File: src/rtl/dmem_arbiter.sv
`default_nettype none
// ============================================================================
// Module      : dmem_arbiter
// Description : Arbitrates the single-port data memory between the CPU memory
//               stage and a debug/loader port. The CPU wins by default; a debug
//               request blocked for MAX_WAIT consecutive cycles is granted a
//               slot, and the CPU is stalled for that one cycle.
// Ports       :
//   clk_i, reset_i          clock (rising edge), async active-high reset
//   cpu_en_i/wr_i/addr_i/   CPU access request (held while stalled)
//   cpu_data_i
//   cpu_data_o              CPU read data (holds last CPU read value)
//   cpu_stall_o             CPU access not served this cycle
//   dbg_req_i/wr_i/addr_i/  debug request, held until dbg_ack_o
//   dbg_data_i
//   dbg_ack_o               one-cycle completion pulse
//   dbg_data_o              debug read data while dbg_ack_o, else 0
//   mem_en_o/wr_o/addr_o/   to data memory
//   mem_data_o
//   mem_data_i              from data memory (1-cycle registered read)
// Revision    : 1.0 - initial release
// ============================================================================
module dmem_arbiter #(
    parameter int ADDR_W   = 11,
    parameter int DATA_W   = 32,
    parameter int MAX_WAIT = 4
) (
    input  logic              clk_i,
    input  logic              reset_i,
    input  logic              cpu_en_i,
    input  logic              cpu_wr_i,
    input  logic [ADDR_W-1:0] cpu_addr_i,
    input  logic [DATA_W-1:0] cpu_data_i,
    output logic [DATA_W-1:0] cpu_data_o,
    output logic              cpu_stall_o,
    input  logic              dbg_req_i,
    input  logic              dbg_wr_i,
    input  logic [ADDR_W-1:0] dbg_addr_i,
    input  logic [DATA_W-1:0] dbg_data_i,
    output logic              dbg_ack_o,
    output logic [DATA_W-1:0] dbg_data_o,
    output logic              mem_en_o,
    output logic              mem_wr_o,
    output logic [ADDR_W-1:0] mem_addr_o,
    output logic [DATA_W-1:0] mem_data_o,
    input  logic [DATA_W-1:0] mem_data_i
);

    localparam int          c_CNT_W = $clog2(MAX_WAIT + 1);
    localparam [c_CNT_W-1:0] c_MAX  = c_CNT_W'(MAX_WAIT);

    typedef enum logic [1:0] {
        D_IDLE = 2'd0,
        D_WAIT = 2'd1,
        D_ACK  = 2'd2
    } dbg_state_t;

    dbg_state_t          r_state;
    dbg_state_t          w_state_nxt;
    logic [c_CNT_W-1:0]  r_wait_cnt;
    logic [c_CNT_W-1:0]  w_wait_cnt_nxt;
    logic                r_dbg_wr;       // direction of the granted debug access
    logic                r_cpu_rd_prev;  // previous cycle was a served CPU read
    logic [DATA_W-1:0]   r_cpu_hold;     // last CPU read value
    logic                w_grant;
    logic                w_cpu_rd;

    // Debug wins only when the CPU is idle or the debug port has starved long
    // enough; never during the ack cycle, so back-to-back accesses are >=2 apart.
    assign w_grant  = dbg_req_i && (r_state != D_ACK) &&
                      (!cpu_en_i || (r_wait_cnt == c_MAX));
    assign w_cpu_rd = cpu_en_i && !cpu_wr_i && !w_grant;

    // Next-state logic
    always_comb begin
        w_state_nxt    = r_state;
        w_wait_cnt_nxt = r_wait_cnt;
        case (r_state)
            D_IDLE, D_WAIT: begin
                if (w_grant) begin
                    w_state_nxt    = D_ACK;
                    w_wait_cnt_nxt = '0;
                end else if (dbg_req_i) begin
                    w_state_nxt    = D_WAIT;
                    w_wait_cnt_nxt = (r_wait_cnt == c_MAX) ? r_wait_cnt
                                                           : r_wait_cnt + 1'b1;
                end else begin
                    w_state_nxt    = D_IDLE;
                    w_wait_cnt_nxt = '0;
                end
            end
            D_ACK: begin
                w_state_nxt    = D_IDLE;
                w_wait_cnt_nxt = '0;
            end
            default: begin
                w_state_nxt    = D_IDLE;
                w_wait_cnt_nxt = '0;
            end
        endcase
    end

    // Memory mux and stall
    always_comb begin
        mem_en_o    = 1'b0;
        mem_wr_o    = 1'b0;
        mem_addr_o  = '0;
        mem_data_o  = '0;
        cpu_stall_o = w_grant && cpu_en_i;
        if (w_grant) begin
            mem_en_o   = 1'b1;
            mem_wr_o   = dbg_wr_i;
            mem_addr_o = dbg_addr_i;
            mem_data_o = dbg_data_i;
        end else if (cpu_en_i) begin
            mem_en_o   = 1'b1;
            mem_wr_o   = cpu_wr_i;
            mem_addr_o = cpu_addr_i;
            mem_data_o = cpu_data_i;
        end
    end

    always_ff @(posedge clk_i or posedge reset_i) begin
        if (reset_i) begin
            r_state       <= D_IDLE;
            r_wait_cnt    <= '0;
            r_dbg_wr      <= 1'b0;
            r_cpu_rd_prev <= 1'b0;
            r_cpu_hold    <= '0;
        end else begin
            r_state       <= w_state_nxt;
            r_wait_cnt    <= w_wait_cnt_nxt;
            if (w_grant) begin
                r_dbg_wr <= dbg_wr_i;
            end
            r_cpu_rd_prev <= w_cpu_rd;
            if (r_cpu_rd_prev) begin
                r_cpu_hold <= mem_data_i;
            end
        end
    end

    // The memory read port is shared, so CPU data is only taken from it in the
    // cycle after a CPU read; otherwise the last CPU value is replayed.
    assign cpu_data_o = r_cpu_rd_prev ? mem_data_i : r_cpu_hold;
    assign dbg_ack_o  = (r_state == D_ACK);
    assign dbg_data_o = ((r_state == D_ACK) && !r_dbg_wr) ? mem_data_i : '0;

endmodule
`default_nettype wire

File: config.mk
export PLATFORM = sky130hd
export DESIGN_NAME = dmem_arbiter
export DESIGN_NICKNAME = d
export VERILOG_FILES = /design/src/rtl/dmem_arbiter.sv
export SDC_FILE = /design/constraint.sdc
export NUM_CORES = 1
export LEC_CHECK = 0
export ABC_AREA = 1
export BUFFER_PORTS_ARGS = -buffer_cell sky130_fd_sc_hd__buf_2
export CORE_ASPECT_RATIO = 0.8
export CORE_UTILIZATION = 35
export DETAILED_ROUTE_END_ITERATION = 12
export GPL_ROUTABILITY_DRIVEN = 1
export PLACE_DENSITY = 0.81
export SYNTH_ARGS = -nofsm -noshare
export SYNTH_HDL_FRONTEND = slang
export SYNTH_SLANG_ARGS = --single-unit
File: constraint.sdc
create_clock -name clk_i -period 2.5 [get_ports clk_i]
set_input_delay 0.125 -clock clk_i [delete_from_list [all_inputs] [get_ports clk_i]]
set_output_delay 0.125 -clock clk_i [all_outputs]
set_load 0.01 [all_outputs]
Yosys cells after proc, flatten, opt, wreduce, memory -nomap -nowiden
Cells that the tools add are included.
Storage, ports and cells
  register bits: 39
  input bits: 124
  output and inout bits: 111
Cells by class
  add/subtract/negate cells: 1
  eq/ne operators: 5
  muxes and demuxes: 17
  reduce and logical (&&, ||, !) cells: 13
Operators with widths (count)
  32-bit two-way mux: 4
  11-bit two-way mux: 2
  3-bit two-way mux: 4
  1-bit logical AND: 6
  1-bit two-way mux: 5
  1-bit logical NOT: 4
  2-bit two-way mux: 2
  4-bit inequality test, second input constant: 1
  3-bit by 1-bit adder with 3-bit output, second input constant: 1
  3-bit == test, second input constant: 1
  2-bit by 1-bit == test with 1-bit output, second input constant: 1
  2-bit == test, second input constant: 1
  2-bit logical NOT: 1
  2-bit inequality test, second input constant: 1
  2-bit OR reduction: 1
  1-bit logical OR: 1

Logic depth before layout (Yosys ltp)
  depth in word-level cells: 5
  depth in mapped cells: 9
  mapped depth without buffers: 7

Worst setup path before layout
OpenSTA, ideal clock, no wires.
  path kind: register to output
  from: register r_wait_cnt[0]
  to: output mem_addr_o[0]
  arrival: 1.221 ns
  slack: 1.154 ns
  cell stages (with the launch flop): 10
  cells stage by stage: dfrtp_1 inv_1 ha_1 nand2_2 nand2_4 nand3_2 buf_6 buf_6 nand2_1 nand2_1
Between the ends
  word-level cells in the longest chain between the ends: 4
Ends and longest elaborated chain
  from (decl): RTL line 60  | logic [c_CNT_W-1:0] r_wait_cnt;
  from (signal assigned): RTL line 132  | r_wait_cnt <= w_wait_cnt_nxt;
  3-bit == test: RTL line 71  | (!cpu_en_i || (r_wait_cnt == c_MAX));
  1-bit logical OR: RTL line 71
  1-bit logical AND: RTL line 70  | assign w_grant = dbg_req_i && (r_state != D_ACK) &&
  11-bit two-way mux: RTL line 110  | if (w_grant) begin
  to (decl): RTL line 44  | output logic [ADDR_W-1:0] mem_addr_o,
Every way passes these cells.

Worst setup path in the final report
  from: register r_wait_cnt[0]
  to: output mem_data_o[18]
Between the ends
  word-level cells in the longest chain between the ends: 4
Ends and longest elaborated chain
  3-bit == test: RTL line 71
  1-bit logical OR: RTL line 71
  1-bit logical AND: RTL line 70
  32-bit two-way mux: RTL line 110
  to (decl): RTL line 45  | output logic [DATA_W-1:0] mem_data_o,
Every way passes these cells.

==> summary.md <==
| Metric | Value |
|---|---|
| Seq/Total Area, Yosys | `34.24%` |
| Hold Buf Count CTS | `1` |
| Site Rows | `29` |
| Hold crit path type | `input pin to register` |
| Max clock buf depth | `2` |
| Detail Placement HPWL | `6900 um` |
| Core area | `a little under 0.008 mm^2` |
| Final hold vios | `0` |
| Synth cell count leaders | `nand2_1 (137), inv_1 (84), nor2_1 (51)` |
| Synth Warn # | `0` |
| PostCTS Resize Cnt | `0` |
| Post-route cell area | `between 0.004 and 0.005 mm^2` |
| ANT cells | `0` |
| Aggregate global-route resource usage | `between 10% and 20%` |
| Root buffer cell | `clkbuf_8` |
| CTS tree | `yes` |
| Die H | `slightly above 80 um` |
| Most common cell in the netlist | `nand2_1` |
| 1st-iter DRT viols | `55` |
| Synth Flop Type | `dfrtp_1` |
| Relative slew margins | `63.26%` |
| Post-Syn Nets | `579` |
| R2r startpoint | `r_wait_cnt[0]$_DFFE_PP0P_` |
| R2R cell count | `7` |
| Gr ovfl total | `0` |
| Clock Latency Late Sink | `0.28 ns` |
| Async SR Flop Fraction | `100.0%` |
| Initial antenna violation count | `0` |
| Fmax | `482.5 MHz` |
| PwrDens | `441.8 mW/mm^2` |
| Initial Util | `36.03%` |
| Hold Startpoint | `mem_data_i[0]` |
| Library cells used by synthesis | `21` |
| Sequential power share | `slightly above 40%` |
| DRT Wirelength | `about 8900 um` |
| MaxCap Viol Count | `0` |
| Leakage | `2.786 nW` |
| Hold Path Stages | `3` |
| Switching power total | `~630 uW` |
| Worst Skew | `0.006411 ns` |
| Slew @ Worst Pin | `around 0.55 ns` |
| Area leader, netlist | `dfrtp_1` |
| Clock Power Share | `21.9%` |
| DP Worst Slack | `0.7484 ns` |
| Synth Cell Area | `approximately 0.0029 mm^2` |
| Setup ws final | `about 0.43 ns` |
| Die W | `102.9 um` |
| Worst setup EP type | `primary output` |
| Switching Share | `about a third` |
| Final period utilization | `approximately 83%` |
| Final setup viols | `0` |
| VDD IR-drop max | `0.0001692 V` |
| Drt wl/cell | `around 11 um` |
| Clock Sinks | `39` |
| Final min period | `2.072 ns` |
| Startpoint Class | `register` |
| WHS | `roughly 0.10 ns` |
| Data arrival, critical path | `1.95 ns` |
| Port Buffers | `234` |
| IO Pins | `235` |
| Crit path launch | `r_wait_cnt[0]$_DFFE_PP0P_` |
| H-Tree Depth | `2` |
| Reg clk slew, reported paths | `0.08 ns` |
| CP required | `approximately 2.4 ns` |
| Pin count of the biggest net entering global routing | `46` |
| #FFs+latches synth | `39` |
| Via count | `3536` |
| WS Path Type | `register to primary output` |
| DRT Pass-1 Iters | `4` |
| Post-CTS Repair Setup Buffers | `0` |
| Pins Over Slew Limit | `0` |
| Logic pwr share | `36.9%` |
| RSZ-0062 raised after global routing | `no` |
| Crit-path max FO | `43` |
| Gpl congestion | `approximately 0.86` |
| Mean number of vias per cell | `between 4 and 5` |
| Cts bufs inserted | `5` |
| Internal Power | `1.186 mW` |
| Vias in the first global route | `2885` |
| Outcome | `finished clean` |
| Die area | `approximately 0.0085 mm^2` |
| ANT nets after route | `0` |
| First-pass GRT wire length | `between 10000 and 15000 um` |
| DRC viols | `0` |
| Post-synth top area share | `34.24%` |
| Syn avg cell area | `6.292 um^2` |
| Layout area overhead | `44.47%` |
| Main area contributors after synthesis | `dfrtp_1 (34%), nand2_1 (18%), inv_1 (11%), nand4_1 (9.7%), nor2_1 (6.7%)` |
| Final TNS setup | `0 ns` |
| Number of enable flip-flop cells after synthesis | `0` |
| Area post-placement | `0.004026 mm^2` |
| Cell count after synthesis | `453` |
| Layout cell share with drive strength beyond 1 | `40.98%` |
| Fin nets | `roughly 800` |
-- per-layer routing --
| metal | track usage, % | share of wire [%] | up-vias |
|---|---|---|---|
| met3 | 5.303 | 9.0 | 14 |
| met4 | 8.732 | 1.9 | 0 |
| met1 | 19.96 | 38 | 1570 |
| met5 | 0 | 0 | - |
| li1 | - | - | 1803 |
| met2 | 35.80 | 51 | 149 |
-- power by group through the flow --
stage | Clock, mW | Sequential (mW) | Combinational [mW]
floorplan | 0 | 0.747 | 0.391
global placement | 0 | 0.757 | 0.660
detailed placement | 0 | 0.762 | 0.674
CTS | 0.417 | 0.749 | 0.678
global route | 0.445 | 0.759 | 0.763
finish | 0.399 | 0.749 | 0.671
-- worst max-delay path, stage by stage (launching register included) --
cell     delay [ns]
dfrtp_1        0.38
inv_1          0.06
ha_1           0.21
nand2_2        0.10
nand2_4        0.05
nand3_2        0.12
buf_4          0.38
nand2_1        0.09
nand2_1        0.10
buf_2          0.14
-- kinds of logic (layout without fill, tap and decap cells) --
logic type | Yosys count | in the layout | synth area share [%]
AND/OR/NAND/NOR | 259 | 259 | 40.61
buffers and inverters | 119 | 337 | 18.31
flip-flops | 39 | 39 | 34.24
AO/OA/AOI/OAI | 34 | 34 | 5.970
adder cells (fa/ha/maj) | 2 | 2 | 0.8778
-- state kept, by name (all words and copies together), names as in the netlist --
| signal | flops |
|---|---|
| r_state | 2 |
| r_cpu_hold | 32 |
| r_dbg_wr | 1 |
| r_wait_cnt | 3 |
| r_cpu_rd_prev | 1 |
-- cells in the final DEF (no fill, tap or decap) --
cell type / count
a21oi_1: 32
and2_1: 1
buf_2: 234
buf_4: 10
clkbuf_1: 2
clkbuf_8: 5
clkinv_2: 1
dfrtp_1: 38
dfrtp_2: 1
dlygate4sd3_1: 1
ha_1: 2
inv_1: 84
nand2_1: 137
nand2_2: 1
nand2_4: 1
nand3_1: 1
nand3_2: 1
nand4_1: 44
nor2_1: 51
nor2_2: 20
o21ai_0: 2
or2_1: 1
or2_2: 1
-- stage by stage --
stage | power, mW | instances | utilization (%)
5_1_grt | 1.966 | 779 | 52.06
3_5_place_dp | 1.436 | 770 | 50.90
3_3_place_gp | 1.418 | 770 | 50.90
4_1_cts | 1.844 | 779 | 52.06
6_report | 1.819 | 779 | 52.06
2_1_floorplan | 1.137 | 453 | -
-- cell type report --
class                      count  area, um^2
timing repair buffer         245        1256
inverter                      84       315.3
fill                         781        3792
multi-input combinational    295        1353
sequential                    39       977.2
clock buffer                   7       76.32
clock inverter                 1       5.005
tap                          108       135.1
-- worst paths after layout --
kind / to / slack, ns
worst min-delay path: r_cpu_hold[0]$_DFF_PP0_ / 0.10
worst min register to register: r_state[1]$_DFF_PP0_ / 0.46
worst max-delay path: mem_data_o[18] / 0.43
worst max register to register: r_cpu_rd_prev$_DFF_PP0_ / 0.93
min in group asynchronous: r_cpu_hold[29]$_DFF_PP0_ / 0.49
max in group asynchronous: r_cpu_rd_prev$_DFF_PP0_ / 1.65
Power figures use the tool's default switching activity.
